<file path="src/rtl/ps2_frame_rx.sv">
// PS/2 device-to-host frame receiver: synchronises the raw pins, deglitches the clock,
// deserialises 11-bit frames and emits one-cycle byte / parity-error / frame-error strobes.
module ps2_frame_rx #(
   parameter int FILTER_LEN = 8,
   parameter int TIMEOUT    = 4000
) (
   input  logic       clk_32,
   input  logic       reset_n,
   input  logic       ena_2m,
   input  logic       ps2_clk,
   input  logic       ps2_data,
   output logic [7:0] byte_out,
   output logic       byte_valid,
   output logic       parity_err,
   output logic       frame_err,
   output logic       busy
);

   localparam int TW = $clog2(TIMEOUT + 1);
   localparam logic [TW-1:0]         TMO_LAST   = TW'(TIMEOUT - 1);
   localparam logic [FILTER_LEN-1:0] FILT_ONES  = {FILTER_LEN{1'b1}};
   localparam logic [FILTER_LEN-1:0] FILT_ZEROS = {FILTER_LEN{1'b0}};

   localparam logic [1:0] ST_IDLE   = 2'd0;
   localparam logic [1:0] ST_DATA   = 2'd1;
   localparam logic [1:0] ST_PARITY = 2'd2;
   localparam logic [1:0] ST_STOP   = 2'd3;

   logic                  clk_meta_q, clk_meta_d, clk_sync_q, clk_sync_d;
   logic                  dat_meta_q, dat_meta_d, dat_sync_q, dat_sync_d;
   logic [FILTER_LEN-1:0] filt_q, filt_d;
   logic                  clk_f_q, clk_f_d, clk_fd_q, clk_fd_d;
   logic                  fall_s;
   logic [1:0]            state_q, state_d;
   logic [2:0]            cnt_q, cnt_d;
   logic [7:0]            sr_q, sr_d;
   logic                  par_q, par_d;
   logic [TW-1:0]         tmo_q, tmo_d;
   logic [7:0]            byte_q, byte_d;
   logic                  valid_q, valid_d;
   logic                  perr_q, perr_d;
   logic                  ferr_q, ferr_d;
   logic                  busy_q, busy_d;

   // Odd parity holds when data plus parity bit carry an odd number of ones.
   function automatic logic parity_ok(input logic [7:0] data, input logic par);
      parity_ok = ^{data, par};
   endfunction

   // Two-flop synchronisers, clock glitch filter and falling-edge detect.
   always_comb begin
      clk_meta_d = ps2_clk;
      clk_sync_d = clk_meta_q;
      dat_meta_d = ps2_data;
      dat_sync_d = dat_meta_q;
      if (ena_2m) begin
         filt_d   = {filt_q[FILTER_LEN-2:0], clk_sync_q};
         clk_fd_d = clk_f_q;
         if (filt_d == FILT_ONES) begin
            clk_f_d = 1'b1;
         end else if (filt_d == FILT_ZEROS) begin
            clk_f_d = 1'b0;
         end else begin
            clk_f_d = clk_f_q;
         end
      end else begin
         filt_d   = filt_q;
         clk_fd_d = clk_fd_q;
         clk_f_d  = clk_f_q;
      end
      fall_s = ena_2m & clk_fd_q & ~clk_f_q;
   end

   // Frame FSM with inactivity timeout; a falling edge always beats the timeout.
   always_comb begin
      state_d = state_q;
      cnt_d   = cnt_q;
      sr_d    = sr_q;
      par_d   = par_q;
      tmo_d   = tmo_q;
      byte_d  = byte_q;
      valid_d = 1'b0;
      perr_d  = 1'b0;
      ferr_d  = 1'b0;
      if (fall_s) begin
         tmo_d = {TW{1'b0}};
         case (state_q)
            ST_IDLE: begin
               if (!dat_sync_q) begin
                  state_d = ST_DATA;
                  cnt_d   = 3'd0;
               end else begin
                  state_d = ST_IDLE;
               end
            end
            ST_DATA: begin
               sr_d  = {dat_sync_q, sr_q[7:1]};
               cnt_d = cnt_q + 3'd1;
               if (cnt_q == 3'd7) begin
                  state_d = ST_PARITY;
               end else begin
                  state_d = ST_DATA;
               end
            end
            ST_PARITY: begin
               par_d   = dat_sync_q;
               state_d = ST_STOP;
            end
            ST_STOP: begin
               // A bad stop bit outranks a parity failure.
               if (!dat_sync_q) begin
                  ferr_d = 1'b1;
               end else if (parity_ok(sr_q, par_q)) begin
                  byte_d  = sr_q;
                  valid_d = 1'b1;
               end else begin
                  perr_d = 1'b1;
               end
               state_d = ST_IDLE;
            end
            default: begin
               state_d = ST_IDLE;
            end
         endcase
      end else if (state_q == ST_IDLE) begin
         tmo_d = {TW{1'b0}};
      end else if (ena_2m) begin
         if (tmo_q == TMO_LAST) begin
            ferr_d  = 1'b1;
            state_d = ST_IDLE;
            tmo_d   = {TW{1'b0}};
         end else begin
            tmo_d = tmo_q + TW'(1);
         end
      end else begin
         tmo_d = tmo_q;
      end
      busy_d = (state_d != ST_IDLE);
   end

   // State registers with synchronous active-low reset.
   always_ff @(posedge clk_32) begin
      if (!reset_n) begin
         clk_meta_q <= 1'b1;
         clk_sync_q <= 1'b1;
         dat_meta_q <= 1'b1;
         dat_sync_q <= 1'b1;
         filt_q     <= FILT_ONES;
         clk_f_q    <= 1'b1;
         clk_fd_q   <= 1'b1;
         state_q    <= ST_IDLE;
         cnt_q      <= 3'd0;
         sr_q       <= 8'd0;
         par_q      <= 1'b0;
         tmo_q      <= {TW{1'b0}};
         byte_q     <= 8'd0;
         valid_q    <= 1'b0;
         perr_q     <= 1'b0;
         ferr_q     <= 1'b0;
         busy_q     <= 1'b0;
      end else begin
         clk_meta_q <= clk_meta_d;
         clk_sync_q <= clk_sync_d;
         dat_meta_q <= dat_meta_d;
         dat_sync_q <= dat_sync_d;
         filt_q     <= filt_d;
         clk_f_q    <= clk_f_d;
         clk_fd_q   <= clk_fd_d;
         state_q    <= state_d;
         cnt_q      <= cnt_d;
         sr_q       <= sr_d;
         par_q      <= par_d;
         tmo_q      <= tmo_d;
         byte_q     <= byte_d;
         valid_q    <= valid_d;
         perr_q     <= perr_d;
         ferr_q     <= ferr_d;
         busy_q     <= busy_d;
      end
   end

   assign byte_out   = byte_q;
   assign byte_valid = valid_q;
   assign parity_err = perr_q;
   assign frame_err  = ferr_q;
   assign busy       = busy_q;

endmodule

</file>
<file path="config.mk">
export PLATFORM = sky130hd
export DESIGN_NAME = ps2_frame_rx
export DESIGN_NICKNAME = d
export VERILOG_FILES = /design/src/rtl/ps2_frame_rx.sv
export SDC_FILE = /design/constraint.sdc
export NUM_CORES = 1
export LEC_CHECK = 0
export BUFFER_PORTS_ARGS = -buffer_cell sky130_fd_sc_hd__buf_2
export CORE_ASPECT_RATIO = 0.8
export CORE_MARGIN = 2
export CORE_UTILIZATION = 58
export CTS_CLUSTER_SIZE = 16
export DETAILED_ROUTE_END_ITERATION = 8
export MAX_ROUTING_LAYER = met4
export PLACE_DENSITY = 0.77
export SYNTH_ARGS = -nofsm -noshare
export SYNTH_HDL_FRONTEND = slang
export SYNTH_SLANG_ARGS = --single-unit
</file>
<file path="constraint.sdc">
create_clock -name clk_32 -period 2.3 [get_ports clk_32]
set_input_delay 0.46 -clock clk_32 [delete_from_list [all_inputs] [get_ports clk_32]]
set_output_delay 0.46 -clock clk_32 [all_outputs]
set_load 0.005 [all_outputs]
</file>
=== Yosys cells after proc, flatten, opt, wreduce, memory -nomap -nowiden ===
Cells that the tools add are included.

* Register bits after elaboration: 51
* Bits of input ports: 5
* Memories: 0
* Bits in writable memories: 0
* Output and inout bits: 12
* Bits in read-only memories: 0
* Bits in latches: 0
* Logic and storage cells: 63

* Muxes and demuxes: 20
* Add/subtract/negate cells: 2
* Shift-type cells: 0
* Divide/modulo/power cells: 0
* Bitwise operators: 4
* Eq/ne operators: 7
* $mul: 0
* $lt $le $gt $ge: 0
* Reduce and logical (&&, ||, !) cells: 13

{| class="wikitable"
|+ Operators with widths
! kind !! number
|-
| $add A12 B1 Y12 const B || 1
|-
| $eq A12 B12 Y1 const B || 1
|-
| $mux W12 || 1
|-
| $mux W1 || 11
|-
| $mux W2 || 5
|-
| $reduce_xor A9 Y1 || 1
|-
| $eq A8 B8 Y1 const B || 1
|-
| $logic_not A8 Y1 || 1
|-
| $pmux W2 S4 || 1
|-
| $reduce_and A4 Y1 || 2
|-
| $pmux W3 S2 || 1
|-
| $reduce_and A2 Y1 || 3
|-
| $reduce_bool A2 Y1 || 3
|-
| $eq A2 B2 Y1 const B || 2
|-
| $add A3 B1 Y3 const B || 1
|-
| $eq A3 B3 Y1 const B || 1
|-
| $mux W3 || 1
|-
| $reduce_and A3 Y1 || 1
|-
| $reduce_or A3 Y1 || 1
|-
| $and A1 B1 Y1 || 2
|-
| $eq A2 B1 Y1 const B || 1
|-
| $logic_not A2 Y1 || 1
|-
| $ne A2 B2 Y1 const B || 1
|-
| $not A1 Y1 || 2
|}

=== Logic depth before layout (Yosys ltp) ===
Gate-level depths: netlist (run 1).

* Depth after elaboration: 6
* Mapped depth: 8
* Mapped depth without buffers: 6

=== Least setup slack after synthesis (run 1) ===
No wires, ideal clock.

* Path kind: input port to flip-flop
* Start point: in ena_2m
* End point: reg sr_q[1]
* Data arrival time: 1593 ps
* Required time: 2224 ps
* Path buffers: 3
* Setup time: 76 ps
* Stages on the path: 8
* Path slack: 632 ps
* Path through: clkbuf_1 and3b_1 clkbuf_1 nand2_1 nor2_1 buf_2 nand2_1 a21boi_0

* Longest elaborated chain between the ends: 3

{| class="wikitable"
|+ Ends and longest elaborated chain
! what !! line !! source
|-
| start: declaration || 9 || <nowiki>input logic ena_2m,</nowiki>
|-
| $and A1 B1 Y1 (2 in series) || 71 || <nowiki>fall_s = ena_2m & clk_fd_q & ~clk_f_q;</nowiki>
|-
| $reduce_and A2 Y1 (no source line) || n/a ||
|-
| end signal: assignment || 171 || <nowiki>sr_q <= sr_d;</nowiki>
|-
| end: declaration || 36 || <nowiki>logic [7:0] sr_q, sr_d;</nowiki>
|}

No other way between the ends.
A chain may end at the register's enable or synchronous reset.

=== Final worst setup path (run 1) ===
* Start point: reg sr_q[2]
* End point: reg byte_q[6] (netlist: byte_out[6])

* Longest elaborated chain between the ends: 2

{| class="wikitable"
|+ Ends and longest elaborated chain
! what !! line !! source
|-
| $reduce_xor A9 Y1 || 47 || <nowiki>parity_ok = ^{data, par};</nowiki>
|-
| $reduce_and A4 Y1 (no source line) || n/a ||
|-
| end signal: assignment || 174 || <nowiki>byte_q <= byte_d;</nowiki>
|-
| end: declaration || 39 || <nowiki>logic [7:0] byte_q, byte_d;</nowiki>
|}

No other way between the ends.

==> results of run 1 <==
==> area by class of cell <==
| type | count | area [um2] | share of cell area |
|---|---|---|---|
| Timing Repair Buffer | 21 | 118 | 0.0498 |
| Multi-Input combinational cell | 170 | 1070 | 0.453 |
| Tap cell | 42 | 52.6 | 0.0223 |
| Inverter | 3 | 11.3 | 0.00477 |
| Sequential cell | 51 | 1020 | 0.432 |
| Clock inverter | 3 | 20.0 | 0.00848 |
| Clock buffer | 5 | 68.8 | 0.0291 |
==> power by group through the flow <==
| stage | logic [mW] | registers [mW] | clock network [mW] |
|---|---|---|---|
| floorplan | 0.0285 | 0.912 | 0 |
| global placement | 0.0383 | 0.912 | 0 |
| detailed placement | 0.0382 | 0.912 | 0 |
| CTS | 0.0384 | 0.892 | 0.528 |
| global route | 0.0420 | 0.893 | 0.557 |
| finish | 0.0377 | 0.892 | 0.514 |
==> state kept, by name, summed over array words and instances (netlist names), 2 cells and up <==
signal and count:
filt_q 7, state_q 2, byte_out 8, sr_q 8, tmo_q 12, cnt_q 3
==> path summary, 6_finish.rpt <==
kind / to / slack (ns) / cells past startpoint
worst max-delay path: byte_out[6] / 0.55 / 5
worst min-delay path: clk_meta_q / 0.33 / 2
worst max register to register: byte_out[6] / 0.55 / 5
worst min register to register: clk_sync_q / 0.42 / 1
==> per-layer routing <==
layer | share of wire | wire length (um) | GRT usage
met1 | 0.50 | 1900 | 0.263
met2 | 0.43 | 1610 | 0.315
met4 | 0.026 | 98 | 0.119
met3 | 0.040 | 152 | 0.0514
met5 | 0 | 0 | -
==> logic make-up (layout without fill, tap and decap cells) <==
family / Yosys count / in the layout / share of synthesized area
AOI/OAI and AO/OA: 32 / 32 / 0.0934
xor gates and xnor gates: 19 / 19 / 0.0841
adders and majority gates: 3 / 3 / 0.0174
buffers and inverters: 17 / 32 / 0.0307
DFF: 51 / 51 / 0.473
muxes: 18 / 18 / 0.0835
and+or+nand+nor: 98 / 98 / 0.218
==> layout by cell type (no fill, tap or decap), types with 5 or more instances in the layout <==
| cell | n |
|---|---|
| nor2_1 | 24 |
| dfxtp_1 | 51 |
| buf_4 | 5 |
| o21ai_0 | 14 |
| xnor2_1 | 12 |
| xor2_1 | 6 |
| clkbuf_8 | 5 |
| mux2i_1 | 18 |
| a21boi_0 | 9 |
| nand2_1 | 41 |
| nand4_1 | 6 |
| buf_2 | 16 |
==> per-stage QoR <==
step | hold slack [ns] | power, mW | setup WS (ns) | utilization | cell area (um2)
5_1_grt | 0.335 | 1.49 | 0.429 | 0.676 | 2360
2_1_floorplan | 0.386 | 0.940 | 0.632 | - | 2160
3_5_place_dp | 0.398 | 0.950 | 0.524 | 0.650 | 2270
6_report | 0.326 | 1.44 | 0.550 | 0.676 | 2360
3_3_place_gp | 0.389 | 0.951 | 0.572 | 0.650 | 2270
4_1_cts | 0.319 | 1.46 | 0.536 | 0.676 | 2360
==> worst max-delay path, stage by stage, from the launching register on <==
cell,delay (ns)
dfxtp_1,0.40
xnor2_1,0.10
xnor2_1,0.31
xnor3_2,0.46
nor2_8,0.19
mux2i_1,0.21
==> flow_metrics.py, run 1 <==
metrics = {
    "synthesis": {
        "yosys.area.top_type": "dfxtp_1",
        "yosysUniqueCellTypes": 36,
        "synth_top_area_share": 0.473,
        "synth_area_leaders": "dfxtp_1, mux2i_1, nand2_1",
        "synth_most_common_cell": "dfxtp_1",
        "synth_edf_count": 0,
        "syn-num-nets": 246,
        "synth_common_cells": "dfxtp_1, nand2_1, nor2_1, mux2i_1, o21ai_0",
        "seq_area_frac_synth": 0.473,
        "async_reset_ff_frac": 0,
        "ys.flop_type": "dfxtp_1",
        "synth-seq-cells": 51,
        "syn_avg_cell_area_um2": 9.06,
        "ys_warn_count": 0,
        "synthesis.area_um2": 2160,
        "syn_inst": 238,
    },
    "clock_network": {
        "cts_root_buf": "clkbuf_8",
        "hold_buffers": 0,
        "cts_tree": "yes",
        "cts-buffers-inserted": 5,
        "cts_sinks": 51,
        "clk_latency_ns": 0.31,
        "htree_levels": 2,
        "postCtsSetupBuffers": 0,
        "cts.clk_slew.worst_paths_ns": 0.09,
        "clockBufferDepth": 2,
        "cts_resized": 0,
    },
    "global_route": {
        "grt_pass1_wl_um": 6570,
        "antenna_found_initial": 0,
        "grt_pass1_vias": 1473,
        "grtUsageTotal": 0.211,
        "grt_max_degree": 43,
        "overflow": 0,
    },
    "detailed_routing": {
        "final_antenna_net_count": 0,
        "drc_errors": 0,
        "route.vias.total": 1598,
        "wl_per_cell_um": 12.7,
        "drt_iter0_markers": 78,
        "first_pass_iters": 4,
        "wl_um": 3760,
        "vias_per_cell": 5.42,
    },
    "pwr": {
        "seqPwrFrac": 0.618,
        "p_clk_frac": 0.356,
        "pwr-share-comb": 0.026,
        "p_sw_mw": 0.327,
        "p_per_area_nw_per_um2": 611,
        "internal_power_mw": 1.12,
        "swShare": 0.227,
        "leakage_nw": 0.906,
        "ir_drop_mv": 0.412,
    },
    "final_layout": {
        "final_cells": 295,
        "area_growth_pct": 9.45,
        "nets": 260,
        "fillers": 307,
        "insertedDiodeCount": 0,
        "drive_above_1_share": 0.130,
    },
    "run_status": {
        "status": "completed",
    },
    "floorplan": {
        "core_region_area_um2": 3490,
        "die_w_um": 72.2,
        "io_pins": 17,
        "die_y_um": 58.5,
        "fp-row-count": 19,
        "start_util": 0.617,
        "die_area_um2": 4230,
    },
    "timing": {
        "worstMarginPinSlew_ns": 0.387,
        "hold_viol_final": 0,
        "fin_crit_ns": 1.75,
        "finalSetupTns_ns": 0,
        "slew_viol_final": 0,
        "setup_viol": 0,
        "rsz0062_at_grt": "false",
        "clock_skew_ns": 0.00482,
        "max_freq_mhz": 571,
        "maxSlewHeadroom": 0.740,
        "fin_crit_sh": 0.761,
    },
    "critical_path": {
        "cp_max_fo": 8,
        "critPathCaptureType": "flop",
        "worst_setup_path_start_kind": "flop",
        "cp.required_ns": 2.54,
        "crit_start": "sr_q[2]",
        "crit_arrival_ns": 1.99,
        "path_class": "reg -> reg",
        "rr_startpoint": "sr_q[2]",
    },
    "place": {
        "place_hpwl_um": 2620,
        "gp_congestion": 0.812,
        "io_buffers": 16,
        "dpl.cell_count": 287,
    },
    "job": {
        "drv_cap": 0,
    },
    "min_path": {
        "min_from": "ps2_clk",
        "hold_class": "in -> reg",
    },
}
Power figures use the tool's default switching activity.
==> run 2: changes to the inputs <==
--- a/config.mk
+++ b/config.mk
@@ -5,14 +5,15 @@
 export SDC_FILE = /design/constraint.sdc
 export NUM_CORES = 1
 export LEC_CHECK = 0
+export ABC_AREA = 1
 export BUFFER_PORTS_ARGS = -buffer_cell sky130_fd_sc_hd__buf_2
 export CORE_ASPECT_RATIO = 0.8
 export CORE_MARGIN = 2
-export CORE_UTILIZATION = 58
+export CORE_UTILIZATION = 59
 export CTS_CLUSTER_SIZE = 16
 export DETAILED_ROUTE_END_ITERATION = 8
 export MAX_ROUTING_LAYER = met4
-export PLACE_DENSITY = 0.77
+export PLACE_DENSITY = 0.78
 export SYNTH_ARGS = -nofsm -noshare
 export SYNTH_HDL_FRONTEND = slang
 export SYNTH_SLANG_ARGS = --single-unit
==> constraint.sdc (replaced) <==
create_clock -name clk_32 -period 1.7 [get_ports clk_32]
set_input_delay 0.34 -clock clk_32 [delete_from_list [all_inputs] [get_ports clk_32]]
set_output_delay 0.34 -clock clk_32 [all_outputs]
set_load 0.005 [all_outputs]
==> flow_metrics.py, run 2 <==
metrics = {
    "run_status": {
        "status": "completed",
    },
    "detailed_routing": {
        "first_pass_iters": 4,
        "drt_iter0_markers": 94,
        "final_antenna_net_count": 0,
        "drc_errors": 0,
        "wl_um": 4180,
        "wl_per_cell_um": 10.4,
        "route.vias.total": 1965,
        "vias_per_cell": 4.88,
    },
    "clock_network": {
        "cts_sinks": 51,
        "hold_buffers": 0,
        "cts-buffers-inserted": 5,
        "cts_tree": "yes",
        "clockBufferDepth": 2,
        "htree_levels": 2,
        "postCtsSetupBuffers": 0,
        "cts.clk_slew.worst_paths_ns": 0.09,
        "cts_root_buf": "clkbuf_8",
        "clk_latency_ns": 0.30,
    },
    "final_layout": {
        "largest_register_ffs": 12,
        "final_cells": 403,
        "area_growth_pct": 11.0,
        "nets": 355,
        "layout_common_cells": "nand2_1, dfxtp_1, inv_1, nor2_1, nand3_1",
        "top_register": "tmo_q",
        "drive_above_1_share": 0.147,
        "final_common_cell": "nand2_1",
        "insertedDiodeCount": 0,
    },
    "place": {
        "dpl.cell_count": 395,
        "place_hpwl_um": 3100,
        "pre_cts_ws_ns": 0.112,
        "io_buffers": 16,
        "gp_congestion": 0.820,
    },
    "synthesis": {
        "ys.flop_type": "dfxtp_1",
        "syn_inst": 326,
        "synth_common_cells": "nand2_1, dfxtp_1, inv_1, nor2_1, nand3_1",
        "synthesis.area_um2": 2320,
        "synth_most_common_cell": "nand2_1",
        "syn_avg_cell_area_um2": 7.11,
        "async_reset_ff_frac": 0,
        "syn-num-nets": 334,
        "yosys.area.top_type": "dfxtp_1",
        "synth_edf_count": 0,
        "synth_top_area_share": 0.440,
        "yosysUniqueCellTypes": 34,
        "ys_warn_count": 0,
        "synth_area_leaders": "dfxtp_1, nand2_1, inv_1",
        "synth-seq-cells": 51,
        "seq_area_frac_synth": 0.440,
    },
    "pwr": {
        "ir_drop_mv": 0.521,
        "p_per_area_nw_per_um2": 758,
        "finalPower_mw": 1.95,
        "leakage_nw": 1.14,
    },
    "global_route": {
        "grt_max_degree": 29,
        "antenna_found_initial": 0,
        "grt_pass1_vias": 1674,
        "overflow": 0,
        "grtUsageTotal": 0.222,
        "grt_pass1_wl_um": 7320,
    },
    "timing": {
        "setup_slack_ns": 0.203,
        "rsz0062_at_grt": "false",
        "setup_viol": 0,
        "clock_skew_ns": 0.00625,
        "slew_viol_final": 0,
        "worstMarginPinSlew_ns": 0.269,
        "maxSlewHeadroom": 0.821,
        "finalSetupTns_ns": 0,
        "max_freq_mhz": 668,
        "fin_crit_ns": 1.50,
        "hold_viol_final": 0,
        "fin_crit_sh": 0.881,
        "hold_slack_ns": 0.222,
    },
    "critical_path": {
        "cp_max_fo": 4,
        "crit_top_cell": "nand3_1",
        "path_class": "reg -> reg",
        "cp_slowest_cell": "dfxtp_1",
        "worst_setup_path_start_kind": "flop",
        "critPathCaptureType": "flop",
        "max_stage_delay_ns": 0.37,
        "crit_arrival_ns": 1.69,
        "path_cells": "ha_1, inv_1, nor3_4, nand3_1, nand3_1, a21oi_1, or2_1",
        "cp.required_ns": 1.90,
    },
    "floorplan": {
        "fp-row-count": 20,
        "die_w_um": 74.1,
        "start_util": 0.614,
        "core_region_area_um2": 3780,
        "io_pins": 17,
        "die_y_um": 60.1,
        "die_area_um2": 4450,
    },
    "min_path": {
        "hold_class": "in -> reg",
    },
    "job": {
        "drv_cap": 0,
    },
}
run 2: changes by cell type after synthesis, moves of 4 or more:
cell	previous run	this run
clkbuf_1	11	5
a21boi_0	9	0
nand2b_1	4	0
xnor2_1	12	0
inv_1	3	41
a21oi_1	2	23
nand3_1	4	24
nor2_1	24	30
nor3_1	3	7
mux2i_1	18	0
nand2_1	41	88
o21ai_0	14	19
xor2_1	6	1
run 2: worst max-delay path: cells and delay by family, from the launching register on:
family	cells	cell delay, ns
flops	1	0.37
buf+inv	1	0.08
simple gates	4	0.69
fa+ha+maj	1	0.18
compound gates	1	0.07
run 2: area by class of cell:
| cell class | count | area (um2) |
|---|---|---|
| fill | 326 | 1200 |
| multi-input combinational | 221 | 1100 |
| sequential | 51 | 1020 |
| inverter | 45 | 171 |
| timing repair buffer | 23 | 133 |
| clock buffer | 7 | 76.3 |
| tap | 55 | 68.8 |
| clock inverter | 1 | 5.00 |
run 2: final timing paths:
check / start / slack (ns) / endpoint / depth (start not counted)
max: tmo_q[0] / 0.20 / busy / 7
min: ps2_data / 0.22 / dat_meta_q / 2
max reg2reg: tmo_q[0] / 0.20 / busy / 7
min reg2reg: clk_meta_q / 0.43 / clk_sync_q / 1
run 2: per-layer routing:
metal  up-vias  wire length [um]  share of wire  global-route usage
li1       1070                 -              -                   -
met1       848              2150           0.51               0.299
met2        43              1790           0.43               0.337
met3         4               201          0.048              0.0455
met4         0                32         0.0077              0.0675
met5         -                 0              0                   -
run 2: kinds of logic (layout without fill, tap and decap cells):
| family | Yosys count | count (layout) | share of synthesized area |
|---|---|---|---|
| xor gates and xnor gates | 1 | 1 | 0.00378 |
| DFF | 51 | 51 | 0.440 |
| AOI/OAI and AO/OA | 44 | 44 | 0.0977 |
| and+or+nand+nor | 173 | 173 | 0.348 |
| adders and majority gates | 3 | 3 | 0.0162 |
| buffers and inverters | 54 | 76 | 0.0939 |
run 2: power by group:
part / internal [mW] / switching [mW]
registers: 1.21 / 0.0116
logic: 0.0264 / 0.0418
clock network: 0.290 / 0.373
total: 1.52 / 0.427
run 2: through the flow:
step	instance area, um2	util
finish	2570	0.681
global route	2570	0.681
CTS	2550	0.676
floorplan	2320	-
global placement	2470	0.655
detailed placement	2470	0.655
run 2: repair_timing:
action                                 CTS  global route
endpoints found under the hold margin    0             0
gates resized for setup                  0             7
setup endpoints to repair                0            12
